**src/rtl/uart_prog_pkg.sv**
```systemverilog
// Shared types for the UART program loader: receiver/loader state encodings and error bit positions.
// No logic; imported by the receiver and the loader top.
package uart_prog_pkg;

  typedef enum logic [2:0] {
    R_IDLE,
    R_START,
    R_DATA,
    R_STOP,
    R_BREAK
  } rx_state_e;

  typedef enum logic [2:0] {
    L_LEN,
    L_DATA,
    L_WRITE,
    L_DONE,
    L_ERR
  } ld_state_e;

  localparam int ErrFrame   = 0;
  localparam int ErrOverrun = 1;
  localparam int ErrLen     = 2;

endpackage

```
**src/rtl/uart_prog_rx.sv**
```systemverilog
// 8N1 receiver: 2-flop synchroniser, mid-bit sampling, one-cycle byte_vld_o pulse after a good stop bit.
// Latency ~2 cycles sync plus 9.5 bit times; no backpressure, the consumer must take each pulse.
module uart_prog_rx
  import uart_prog_pkg::*;
#(
  parameter int ClkPerBit = 16
) (
  input  logic       clock,
  input  logic       reset_ni,
  input  logic       rx_i,
  output logic [7:0] byte_o,
  output logic       byte_vld_o,
  output logic       frame_err_o
);

  localparam int CntW = $clog2(ClkPerBit) + 1;
  localparam logic [CntW-1:0] HalfBit = CntW'(ClkPerBit / 2 - 1);
  localparam logic [CntW-1:0] FullBit = CntW'(ClkPerBit - 1);

  logic            rx_meta_q, rx_sync_q, rx_prev_q;
  rx_state_e       state_q, state_d;
  logic [CntW-1:0] cnt_q, cnt_d;
  logic [2:0]      bit_q, bit_d;
  logic [7:0]      shift_q, shift_d;
  logic            vld_q, vld_d;
  logic            ferr_q, ferr_d;

  always_comb begin
    state_d = state_q;
    cnt_d   = cnt_q + 1'b1;
    bit_d   = bit_q;
    shift_d = shift_q;
    vld_d   = 1'b0;
    ferr_d  = 1'b0;
    case (state_q)
      R_IDLE: begin
        cnt_d = '0;
        if (rx_prev_q && !rx_sync_q) state_d = R_START;
      end
      R_START: begin
        // A line that is high again at mid start bit was a glitch.
        if (cnt_q == HalfBit) begin
          cnt_d   = '0;
          bit_d   = '0;
          state_d = rx_sync_q ? R_IDLE : R_DATA;
        end
      end
      R_DATA: begin
        if (cnt_q == FullBit) begin
          cnt_d   = '0;
          shift_d = {rx_sync_q, shift_q[7:1]};
          bit_d   = bit_q + 3'd1;
          if (bit_q == 3'd7) state_d = R_STOP;
        end
      end
      R_STOP: begin
        if (cnt_q == FullBit) begin
          cnt_d = '0;
          if (rx_sync_q) begin
            vld_d   = 1'b1;
            state_d = R_IDLE;
          end else begin
            ferr_d  = 1'b1;
            state_d = R_BREAK;
          end
        end
      end
      R_BREAK: begin
        cnt_d = '0;
        if (rx_sync_q) state_d = R_IDLE;
      end
      default: state_d = R_IDLE;
    endcase
  end

  always_ff @(posedge clock or negedge reset_ni) begin
    if (!reset_ni) begin
      rx_meta_q <= 1'b1;
      rx_sync_q <= 1'b1;
      rx_prev_q <= 1'b1;
      state_q   <= R_IDLE;
      cnt_q     <= '0;
      bit_q     <= '0;
      shift_q   <= '0;
      vld_q     <= 1'b0;
      ferr_q    <= 1'b0;
    end else begin
      rx_meta_q <= rx_i;
      rx_sync_q <= rx_meta_q;
      rx_prev_q <= rx_sync_q;
      state_q   <= state_d;
      cnt_q     <= cnt_d;
      bit_q     <= bit_d;
      shift_q   <= shift_d;
      vld_q     <= vld_d;
      ferr_q    <= ferr_d;
    end
  end

  assign byte_o      = shift_q;
  assign byte_vld_o  = vld_q;
  assign frame_err_o = ferr_q;

endmodule

```
**src/rtl/uart_prog_loader.sv**
```systemverilog
// UART boot loader: length-prefixed little-endian word image into imem, core held in reset until done.
// One-byte skid between receiver and loader; a stalled grant overruns it and latches an error.
module uart_prog_loader
  import uart_prog_pkg::*;
#(
  parameter int ClkPerBit = 16,
  parameter int AddrWidth = 12,
  parameter int MaxWords  = 1024
) (
  input  logic                 clock,
  input  logic                 reset_ni,
  input  logic                 uart_rx_i,
  input  logic                 prog_en_i,
  output logic                 mem_req_o,
  output logic                 mem_we_o,
  output logic [AddrWidth-1:0] mem_addr_o,
  output logic [31:0]          mem_wdata_o,
  input  logic                 mem_gnt_i,
  output logic                 core_rst_no,
  output logic                 done_o,
  output logic [2:0]           err_o,
  output logic [15:0]          word_cnt_o
);

  logic [7:0] rx_byte;
  logic       rx_vld, rx_ferr;

  uart_prog_rx #(.ClkPerBit(ClkPerBit)) u_rx (
    .clock      (clock),
    .reset_ni   (reset_ni),
    .rx_i       (uart_rx_i),
    .byte_o     (rx_byte),
    .byte_vld_o (rx_vld),
    .frame_err_o(rx_ferr)
  );

  ld_state_e            state_q, state_d;
  logic                 skid_vld_q, skid_vld_d;
  logic [7:0]           skid_dat_q, skid_dat_d;
  logic [1:0]           byte_idx_q, byte_idx_d;
  logic [31:0]          len_q, len_d;
  logic [31:0]          wdata_q, wdata_d;
  logic [AddrWidth-1:0] addr_q, addr_d;
  logic [15:0]          word_cnt_q, word_cnt_d;
  logic [2:0]           err_q, err_d;
  logic                 done_q, done_d;
  logic                 pop, accept, ovr;

  always_comb begin
    pop    = skid_vld_q && (state_q == L_LEN || state_q == L_DATA);
    accept = rx_vld && state_q != L_DONE && state_q != L_ERR;
    ovr    = accept && skid_vld_q && !pop;

    skid_vld_d = skid_vld_q;
    skid_dat_d = skid_dat_q;
    state_d    = state_q;
    byte_idx_d = byte_idx_q;
    len_d      = len_q;
    wdata_d    = wdata_q;
    addr_d     = addr_q;
    word_cnt_d = word_cnt_q;
    err_d      = err_q;

    // Pop before store, so a byte arriving in the pop cycle is kept.
    if (pop) skid_vld_d = 1'b0;
    if (accept && !ovr) begin
      skid_vld_d = 1'b1;
      skid_dat_d = rx_byte;
    end

    case (state_q)
      L_LEN: begin
        if (byte_idx_q == 2'd0 && !prog_en_i) begin
          state_d = L_DONE;
        end else if (pop) begin
          len_d      = {skid_dat_q, len_q[31:8]};
          byte_idx_d = byte_idx_q + 2'd1;
          if (byte_idx_q == 2'd3) begin
            if (len_d == 32'd0) begin
              state_d = L_DONE;
            end else if (len_d > 32'(MaxWords)) begin
              err_d[ErrLen] = 1'b1;
              state_d       = L_ERR;
            end else begin
              state_d = L_DATA;
            end
          end
        end
      end
      L_DATA: begin
        if (pop) begin
          wdata_d    = {skid_dat_q, wdata_q[31:8]};
          byte_idx_d = byte_idx_q + 2'd1;
          if (byte_idx_q == 2'd3) state_d = L_WRITE;
        end
      end
      L_WRITE: begin
        if (mem_gnt_i) begin
          addr_d     = addr_q + AddrWidth'(4);
          word_cnt_d = word_cnt_q + 16'd1;
          state_d    = ({16'd0, word_cnt_d} == len_q) ? L_DONE : L_DATA;
        end
      end
      L_DONE:  state_d = L_DONE;
      L_ERR:   state_d = L_ERR;
      default: state_d = L_ERR;
    endcase

    if (state_q != L_DONE && (rx_ferr || ovr)) begin
      state_d = L_ERR;
      if (rx_ferr) err_d[ErrFrame] = 1'b1;
      if (ovr) err_d[ErrOverrun] = 1'b1;
    end

    done_d = (state_d == L_DONE);
  end

  always_ff @(posedge clock or negedge reset_ni) begin
    if (!reset_ni) begin
      state_q    <= L_LEN;
      skid_vld_q <= 1'b0;
      skid_dat_q <= '0;
      byte_idx_q <= '0;
      len_q      <= '0;
      wdata_q    <= '0;
      addr_q     <= '0;
      word_cnt_q <= '0;
      err_q      <= '0;
      done_q     <= 1'b0;
    end else begin
      state_q    <= state_d;
      skid_vld_q <= skid_vld_d;
      skid_dat_q <= skid_dat_d;
      byte_idx_q <= byte_idx_d;
      len_q      <= len_d;
      wdata_q    <= wdata_d;
      addr_q     <= addr_d;
      word_cnt_q <= word_cnt_d;
      err_q      <= err_d;
      done_q     <= done_d;
    end
  end

  assign mem_req_o   = (state_q == L_WRITE);
  assign mem_we_o    = mem_req_o;
  assign mem_addr_o  = addr_q;
  assign mem_wdata_o = wdata_q;
  assign done_o      = done_q;
  assign core_rst_no = done_q;
  assign err_o       = err_q;
  assign word_cnt_o  = word_cnt_q;

endmodule

```
**config.mk**
```make
export PLATFORM = sky130hd
export DESIGN_NAME = uart_prog_loader
export DESIGN_NICKNAME = d
export VERILOG_FILES = /design/src/rtl/uart_prog_pkg.sv /design/src/rtl/uart_prog_rx.sv /design/src/rtl/uart_prog_loader.sv
export SDC_FILE = /design/constraint.sdc
export NUM_CORES = 1
export LEC_CHECK = 0
export ABC_AREA = 1
export CORE_MARGIN = 3
export CORE_UTILIZATION = 60
export DETAILED_ROUTE_END_ITERATION = 6
export PLACE_DENSITY = 0.85
export SLEW_MARGIN = 20
export SYNTH_ARGS = -nofsm -noshare
export SYNTH_HDL_FRONTEND = slang
export SYNTH_SLANG_ARGS = --single-unit
```
**constraint.sdc**
```tcl
create_clock -name clock -period 3.3 [get_ports clock]
set_clock_uncertainty 0.2 [all_clocks]
set_input_delay 0.66 -clock clock [delete_from_list [all_inputs] [get_ports clock]]
set_output_delay 0.66 -clock clock [all_outputs]
set_load 0.01 [all_outputs]
```
Yosys cells after proc, flatten, opt, wreduce, memory -nomap -nowiden
Index checks and enable logic that the tools add are counted.
- div/mod/pow operators: 0
- $lt $le $gt $ge: 1
- $add $sub $neg: 5
- muxes and demuxes: 37
- reduce and logical (&&, ||, !) cells: 34
- equal/unequal tests: 22
- bitwise operators: 2
- multiply operators: 0
- shifts and indexed selects: 0
- operators by type and width (cell ; number):
    $mux 3 ; 18
    $eq 16x32->1 ; 1
    $gt 32x11->1 const B ; 1
    $logic_not 32->1 ; 1
    $add 16x1->16 const B ; 1
    $eq 3x2->1 const B ; 5
    $pmux 3 s5 ; 1
    $pmux 5 s3 ; 1
    $add 12x3->12 const B ; 1
    $ne 2x1->1 const B ; 6
    $pmux 3 s4 ; 1
    $reduce_and 2->1 ; 6
    $reduce_and 6->1 ; 2
    $mux 5 ; 2
    $logic_and 1x1->1 ; 9
    $mux 1 ; 8
    $mux 2 ; 4
    $eq 3x1->1 const B ; 2
    $eq 3x3->1 const B ; 2
    $logic_not 3->1 ; 2
    $pmux 3 s2 ; 1
    $reduce_and 3->1 ; 2
    $reduce_bool 2->1 ; 3
    $add 5x1->5 const B ; 1
    other kinds (14) ; 20
- latch bits: 0
- bits of input ports: 5
- register bits after elaboration: 134
- logic and storage cells: 122
- memories kept: 0
- bits in writable memories: 0
- memory bits (read-only): 0

Logic depth before layout (Yosys ltp)
Gate-level depths: netlist of the first run.
- word-level depth: 9
- gate-level depth with buffers: 15
- gate-level depth less buffers: 15

Hierarchy
Synthesis of the first run repeated with hierarchy kept, for this count alone.
- cells, all modules: 749
- area, all modules: 6237.2 um^2
- modules (own cells, without submodules) (module ; cells each ; area an instance (um^2) ; instances ; sequential area each (um^2)):
    uart_prog_loader ; 628 ; 5091.1 ; 1 ; 2702.6
    uart_prog_rx ; 121 ; 1146.1 ; 1 ; 604.3

Worst setup path before layout of the first run
Ideal clock, no wire load.
- path kind: register to register
- start point: register word_cnt_q[1], in the netlist word_cnt_o[1]
- end point: register done_q, in the netlist core_rst_no
- required time: 3.023 ns
- path buffers: 0
- setup slack: 1.367 ns
- cell stages (with the launch flop): 16
- data arrival time: 1.655 ns
- cell sequence: dfrtp_1 -> ha_1 -> nand3_2 -> inv_2 -> nand2_1 -> nand2_1 -> nand2_1 -> nand2_1 -> nand2_1 -> nor2_1 -> nand2_1 -> nor2_2 -> nand3_1 -> nand2_1 -> nand2_1 -> a21oi_1
- word-level cells in the longest chain between the ends: 7
- RTL lines (what ; line ; RTL):
    from (decl) ; uart_prog_loader.sv:44 ; logic [15:0] word_cnt_q, word_cnt_d;
    from (signal assigned) ; uart_prog_loader.sv:138 ; word_cnt_q <= word_cnt_d;
    $add 16x1->16 ; uart_prog_loader.sv:100 ; word_cnt_d = word_cnt_q + 16'd1;
    $eq 16x32->1 ; uart_prog_loader.sv:101 ; state_d = ({16'd0, word_cnt_d} == len_q) ? L_DONE : L_DATA;
    $mux 2 ; uart_prog_loader.sv:101 ;
    $mux 3 ; uart_prog_loader.sv:98 ; if (mem_gnt_i) begin
    $pmux 3 s4 ; uart_prog_loader.sv:71 ; case (state_q)
    $mux 3 ; uart_prog_loader.sv:109 ; if (state_q != L_DONE && (rx_ferr || ovr)) begin
    $eq 3x2->1 ; uart_prog_loader.sv:115 ; done_d = (state_d == L_DONE);
    net done_d ; uart_prog_loader.sv:46 ; logic done_q, done_d;
    to (signal assigned) ; uart_prog_loader.sv:140 ; done_q <= done_d;
    to (decl) ; uart_prog_loader.sv:46 ;
The timed path passes the listed nets, and every way through them passes these cells.
A chain may end at the register's enable or synchronous reset.

Worst setup path after layout of the first run
- start point: register state_q[2]
- end point: output port mem_req_o
- word-level cells in the longest chain between the ends: 1
- RTL lines (what ; line ; RTL):
    from (decl) ; uart_prog_loader.sv:37 ; ld_state_e state_q, state_d;
    from (signal assigned) ; uart_prog_loader.sv:131 ; state_q <= state_d;
    $eq 3x2->1 ; uart_prog_loader.sv:144 ; assign mem_req_o = (state_q == L_WRITE);
    to (decl) ; uart_prog_loader.sv:14 ; output logic mem_req_o,
Every way passes these cells.

==> impl_metrics.tcl, run 1 <==
set metrics [dict create \
    synth_xor_area_frac 0.0222 \
    die_x_um 107 \
    cpPeakStageDelay_ns 0.60 \
    power_mw 3.94 \
    synthAdderAreaFrac 0.0183 \
    wirelength_um 13800 \
    num_antenna_cells 0 \
    fmax_mhz 370 \
    drtIter0Drc 296 \
    ir_worst_vdd_mv 0.359 \
    power.net_switching_uw 876 \
    syn2layout_area_growth_pct 24.0 \
    cts_buffers 17 \
    cp_cell_sequence "nor3_2 > clkdlybuf4s50_1" \
    avgRoutedWirePerCell_um 14.2 \
    seq_area_frac_synth 0.538 \
    cp-end-kind "output pin" \
    yosys_warnings 0 \
    sequentialPowerShare 0.428 \
    cts.sinks 132 \
    ys_types 36 \
    r2r_setup_slack_ns 0.98 \
    antenna_found_initial 0 \
    post-cts-setup-buffer-count 0 \
    clk_latency_ns 0.51 \
    dp_hpwl_um 9390 \
    grt_pass1_wl_um 23800 \
    hold_class "reg -> reg" \
    setup_viol 0 \
    cp_data_arrival_time_ns 1.84 \
    synth_edf_count 0 \
    cts.clk_slew.worst_paths_ns 0.06 \
    grt_max_degree 63 \
    internal-power_mw 3.07 \
    port_buffers 69 \
    slew_headroom 0.421 \
    crit_fanout 4 \
    worst_slew_pin_slew_ns 0.868 \
    clk_path_buf_depth 2 \
    critPathRequiredTime_ns 2.44 \
    grtUsageTotal 0.260 \
    netlist_area_sq_um 6140 \
    cts_tree "built" \
    dr.max_layer_used "met4" \
    setup_tns_ns 0 \
    power_frac_comb 0.060 \
    core-area_sq_um 9860 \
    status "finished, final reports clean" \
    grt_pass1_vias 5175 \
    h-tree-depth 4 \
    first_pass_iters 6 \
    drc 0 \
    die-area_sq_um 11500 \
    syn_area_per_cell_sq_um 8.15 \
    vias 5155 \
    place_inst 941 \
    rows 36 \
    drv.max_cap_violation_count 0 \
    p_leak_nw 3.77 \
    die_h_um 107 \
    async_reset_ff_frac 1.00 \
    crit_type "reg -> out" \
    post_cts_resized 0 \
    p_per_area_nw_per_um2 518 \
    finalMaxSlewViolations 0 \
    wl_met1_um 5730 \
    cts-root-buf "clkbuf_8" \
    grt_remaining_overflow 0 \
    synth_top_family_by_area "simple AND/OR/NAND/NOR gates" \
    instances_no_fill 973 \
    reg2reg_depth 7 \
    rsz0062_at_grt "no" \
    io_pins 72 \
    ys_seq_elements 132 \
    synthMuxAreaShare 0.00183 \
    nNetsFinal 842 \
    met3_length_um 529 \
    cp_top_family "buffers and inverters" \
    path_buf_inv 1 \
    dr_wl_met2_um 7150 \
    ys.flop_type "dfrtp_1" \
    gp_congestion 0.970 \
    cp-start-kind "flop" \
    start_util 0.623 \
    min_period_over_period 0.819 \
    cts_hold_buffers 1 \
    p_clk_frac 0.512 \
    whs_path_depth 0 \
    viasPerCell 5.30 \
    yosys.area_share.simple 0.274 \
    ant_nets 0 \
    synth-compound-area-share 0.0733 \
    cp_slowest_cell "clkdlybuf4s50_1" \
    hold_viol_final 0 \
    fin_crit_ns 2.70 \
    switching_share 0.222 \
    layout-drive-gt1-share 0.0810 \
    cp.depth 2 \
    synthesis.instances 754 \
]
## worst register-to-register path, cell delays in order (launching register included)
cell,delay [ns]
dfrtp_1,0.43
inv_1,0.16
nand3_1,0.13
nor2_2,0.11
buf_4,0.32
inv_1,0.48
nand2_1,0.22
o21ai_0,0.12
## per-layer routing
metal / GRT usage / vias to the layer above
met2: 0.447 / 140
met4: 0.106 / 0
met5: 0 / -
li1: - / 2516
met1: 0.317 / 2466
met3: 0.0596 / 33
## per-stage QoR
| step | setup WS [ns] | hold slack (ns) | utilization | area [sq um] |
|---|---|---|---|---|
| 2_1_floorplan | 1.37 | 0.145 | - | 6150 |
| 3_3_place_gp | 0.834 | 0.146 | 0.705 | 6960 |
| 3_5_place_dp | 0.788 | 0.147 | 0.705 | 6960 |
| 4_1_cts | 0.592 | 0.155 | 0.772 | 7610 |
| 5_1_grt | 0.480 | 0.163 | 0.772 | 7610 |
| 6_report | 0.599 | 0.155 | 0.772 | 7610 |
## synthesized netlist by cell type (6+ instances only)
master | count | area [sq um]
nand2_1 | 269 | 1010
dfrtp_1 | 129 | 3230
inv_1 | 87 | 327
o21ai_0 | 71 | 355
nor2_1 | 52 | 195
nand3_1 | 39 | 195
clkbuf_1 | 13 | 48.8
nand4_1 | 11 | 68.8
ha_1 | 9 | 113
nand2_2 | 9 | 56.3
xor2_1 | 9 | 78.8
a21oi_1 | 6 | 30.0
## cells by family after synthesis
group	Yosys count
DFF	132
buffers and inverters	112
muxes	1
and+or+nand+nor	400
xor gates and xnor gates	14
adders and majority gates	9
other	1
AOI/OAI and AO/OA	85
## final timing paths
| kind | start | endpoint |
|---|---|---|
| setup / recovery | state_q[2]$_DFF_PN0_ | mem_req_o |
| hold / removal | u_rx.rx_meta_q$_DFF_PN1_ | u_rx.rx_sync_q$_DFF_PN1_ |
| setup reg to reg | state_q[2]$_DFF_PN0_ | mem_wdata_o[7]$_DFFE_PN0P_ |
| hold reg to reg | u_rx.rx_meta_q$_DFF_PN1_ | u_rx.rx_sync_q$_DFF_PN1_ |
| max in group asynchronous | reset_ni | u_rx.rx_meta_q$_DFF_PN1_ |
| min in group asynchronous | reset_ni | word_cnt_o[8]$_DFFE_PN0P_ |
## cell usage in the layout, fill, tap and decap left out, drive strengths merged, types with 2 or more instances in the layout
cell,Yosys,final
bufinv,0,5
clkinv,2,4
dfrtp,129,129
nor2,58,58
nor4,2,2
conb,1,2
xnor2,4,4
dfstp,3,3
ha,9,9
or2,2,2
a21oi,6,6
o21ai,71,71
xor2,9,9
clkinvlp,0,4
o211ai,2,2
nand2,278,278
nand4,11,11
clkdlybuf4s50,0,68
inv,89,90
clkbuf,13,19
nor3,6,6
buf,8,6
nand3,42,42
## final cells by class
type | instances | area, sq um
clock inverter | 12 | 203
fill | 630 | 2250
sequential | 132 | 3310
inverter | 91 | 342
clock buffer | 19 | 442
tap | 133 | 166
timing repair buffer | 75 | 748
multi-input combinational | 511 | 2410
## power groups by stage
stage | logic [mW] | clock network [mW] | registers, mW
after floorplan | 0.149 | 0 | 1.71
after global placement | 0.211 | 0 | 1.71
after detailed placement | 0.230 | 0 | 1.72
after CTS | 0.238 | 2.04 | 1.69
after global routing | 0.269 | 2.13 | 1.69
final | 0.235 | 2.02 | 1.69
## registers in the layout, indices dropped and copies added, names as in the netlist, 2 cells and up
name / cells
mem_addr_o: 10
u_rx.state_q: 3
word_cnt_o: 16
u_rx.cnt_q: 5
err_o: 3
skid_dat_q: 8
len_q: 32
byte_idx_q: 2
u_rx.byte_o: 8
u_rx.bit_q: 3
state_q: 3
mem_wdata_o: 32
Power figures use the tool's default switching activity.
==> run 2: changes to the inputs <==
Settings changed: CORE_UTILIZATION 60 to 51, PLACE_DENSITY 0.85 to 0.77.
Clock period 3.3 ns to 2.3 ns, I/O delays scaled along.
==> impl_metrics.tcl, run 2 (same netlist as run 1, synthesis figures left out) <==
set metrics [dict create \
    status "finished, final reports clean" \
    cts-root-buf "clkbuf_16" \
    viasPerCell 5.23 \
    cts.sinks 132 \
    min_period_over_period 0.942 \
    cp_top_family "buffers and inverters" \
    io_pins 72 \
    place_area_sq_um 7020 \
    cp_cell_sequence "clkdlybuf4s50_1" \
    instances_no_fill 991 \
    setup_viol 0 \
    hold_viol_final 0 \
    ant_nets 0 \
    start_util 0.529 \
    finalMaxSlewViolations 0 \
    wirelength_um 13800 \
    p_leak_nw 3.82 \
    cts_tree "built" \
    p_per_area_nw_per_um2 727 \
    post-cts-setup-buffer-count 0 \
    grtUsageTotal 0.223 \
    cp_slowest_cell "clkdlybuf4s50_1" \
    grt_max_degree 58 \
    grt_remaining_overflow 0 \
    fin_crit_ns 2.17 \
    core-area_sq_um 11600 \
    critPathRequiredTime_ns 1.64 \
    rows 39 \
    drc 0 \
    final_core_util 0.663 \
    drtIter0Drc 363 \
    nNetsFinal 849 \
    slew_headroom 0.429 \
    fin_area_sq_um 7700 \
    layout-drive-gt1-share 0.0955 \
    hold_class "reg -> reg" \
    num_antenna_cells 0 \
    cp_data_arrival_time_ns 1.51 \
    die-area_sq_um 13400 \
    clk_path_buf_depth 2 \
    cpPeakStageDelay_ns 0.60 \
    final_common_cell "nand2_1" \
    grt_pass1_vias 5166 \
    cp-start-kind "flop" \
    dp_hpwl_um 9780 \
    h-tree-depth 4 \
    grt_pass1_wl_um 23700 \
    place_inst 958 \
    vias 5181 \
    cts_buffers 17 \
    syn2layout_area_growth_pct 25.3 \
    final_cell_mix "nand2_1 (269), dfrtp_1 (128), inv_1 (87)" \
    power_mw 5.60 \
    crit_fanout 7 \
    cts.clk_slew.worst_paths_ns 0.05 \
    die_h_um 116 \
    gp_congestion 0.905 \
    ir_worst_vdd_mv 0.676 \
    drv.max_cap_violation_count 0 \
    cp-end-kind "output pin" \
    avgRoutedWirePerCell_um 14.0 \
    port_buffers 69 \
    whs_ns 0.155 \
    crit_type "reg -> out" \
    die_x_um 116 \
    worst_slew_pin_slew_ns 0.856 \
    first_pass_iters 5 \
    clk_latency_ns 0.41 \
    antenna_found_initial 0 \
    path_buf_inv 1 \
    fmax_mhz 462 \
]
## run 2: cell count changes in the layout (fill, tap and decap cells not counted), sizes merged
cell and delta:
clkbuf +3, buf +7, dlygate4sd2 +2, clkinv +4
bufinv -2, clkdlybuf4s50 -2, clkinvlp -4
## run 2: worst paths after layout
check                                     startpoint                        to  slack, ns  depth (start not counted)
setup / recovery           word_cnt_o[2]$_DFFE_PN0P_             word_cnt_o[2]       0.13                          1
hold / removal              u_rx.rx_meta_q$_DFF_PN1_  u_rx.rx_sync_q$_DFF_PN1_       0.15                          0
setup reg to reg           word_cnt_o[1]$_DFFE_PN0P_     core_rst_no$_DFF_PN0_       0.19                         15
hold reg to reg             u_rx.rx_meta_q$_DFF_PN1_  u_rx.rx_sync_q$_DFF_PN1_       0.15                          0
max in group asynchronous                   reset_ni      len_q[2]$_DFFE_PN0P_       0.90                          3
min in group asynchronous                   reset_ni      len_q[7]$_DFFE_PN0P_       0.30                          2
## run 2: final cells by class
class                   count  area, sq um
fillers                   923         3920
flip-flops and latches    132         3310
multi-input cells         511         2430
repair buffers             82          798
clock buffers              22          494
inverters                  91          342
well taps                 143          179
clock inverters            10          144
## run 2: through the flow
stage,setup WS [ns],TNS [ns]
global placement,0.236,0
floorplan,0.367,0
global route,-0.000387,-0.000387
detailed placement,0.160,0
CTS,0.106,0
finish,0.134,0
## run 2: routing by layer
metal	track usage	wire length, um	up-vias
li1	-	-	2536
met1	0.285	6070	2493
met2	0.375	7010	136
met3	0.0475	567	16
met4	0.0835	204	0
met5	0	0	-
## run 2: power breakdown
| part | switching [mW] | internal (mW) | leakage [nW] |
|---|---|---|---|
| clock network | 0.981 | 1.86 | 0.317 |
| registers | 0.0431 | 2.38 | 1.72 |
| logic | 0.237 | 0.101 | 1.78 |
| total | 1.26 | 4.34 | 3.82 |
## run 2: timing repair
action                                  in CTS  in global routing
pin swaps                                    0                  1
hold buffers                                 1                  0
gates resized for setup                      4                  5
hold endpoints to repair                    17                  0
endpoints found under the setup margin       2                  5
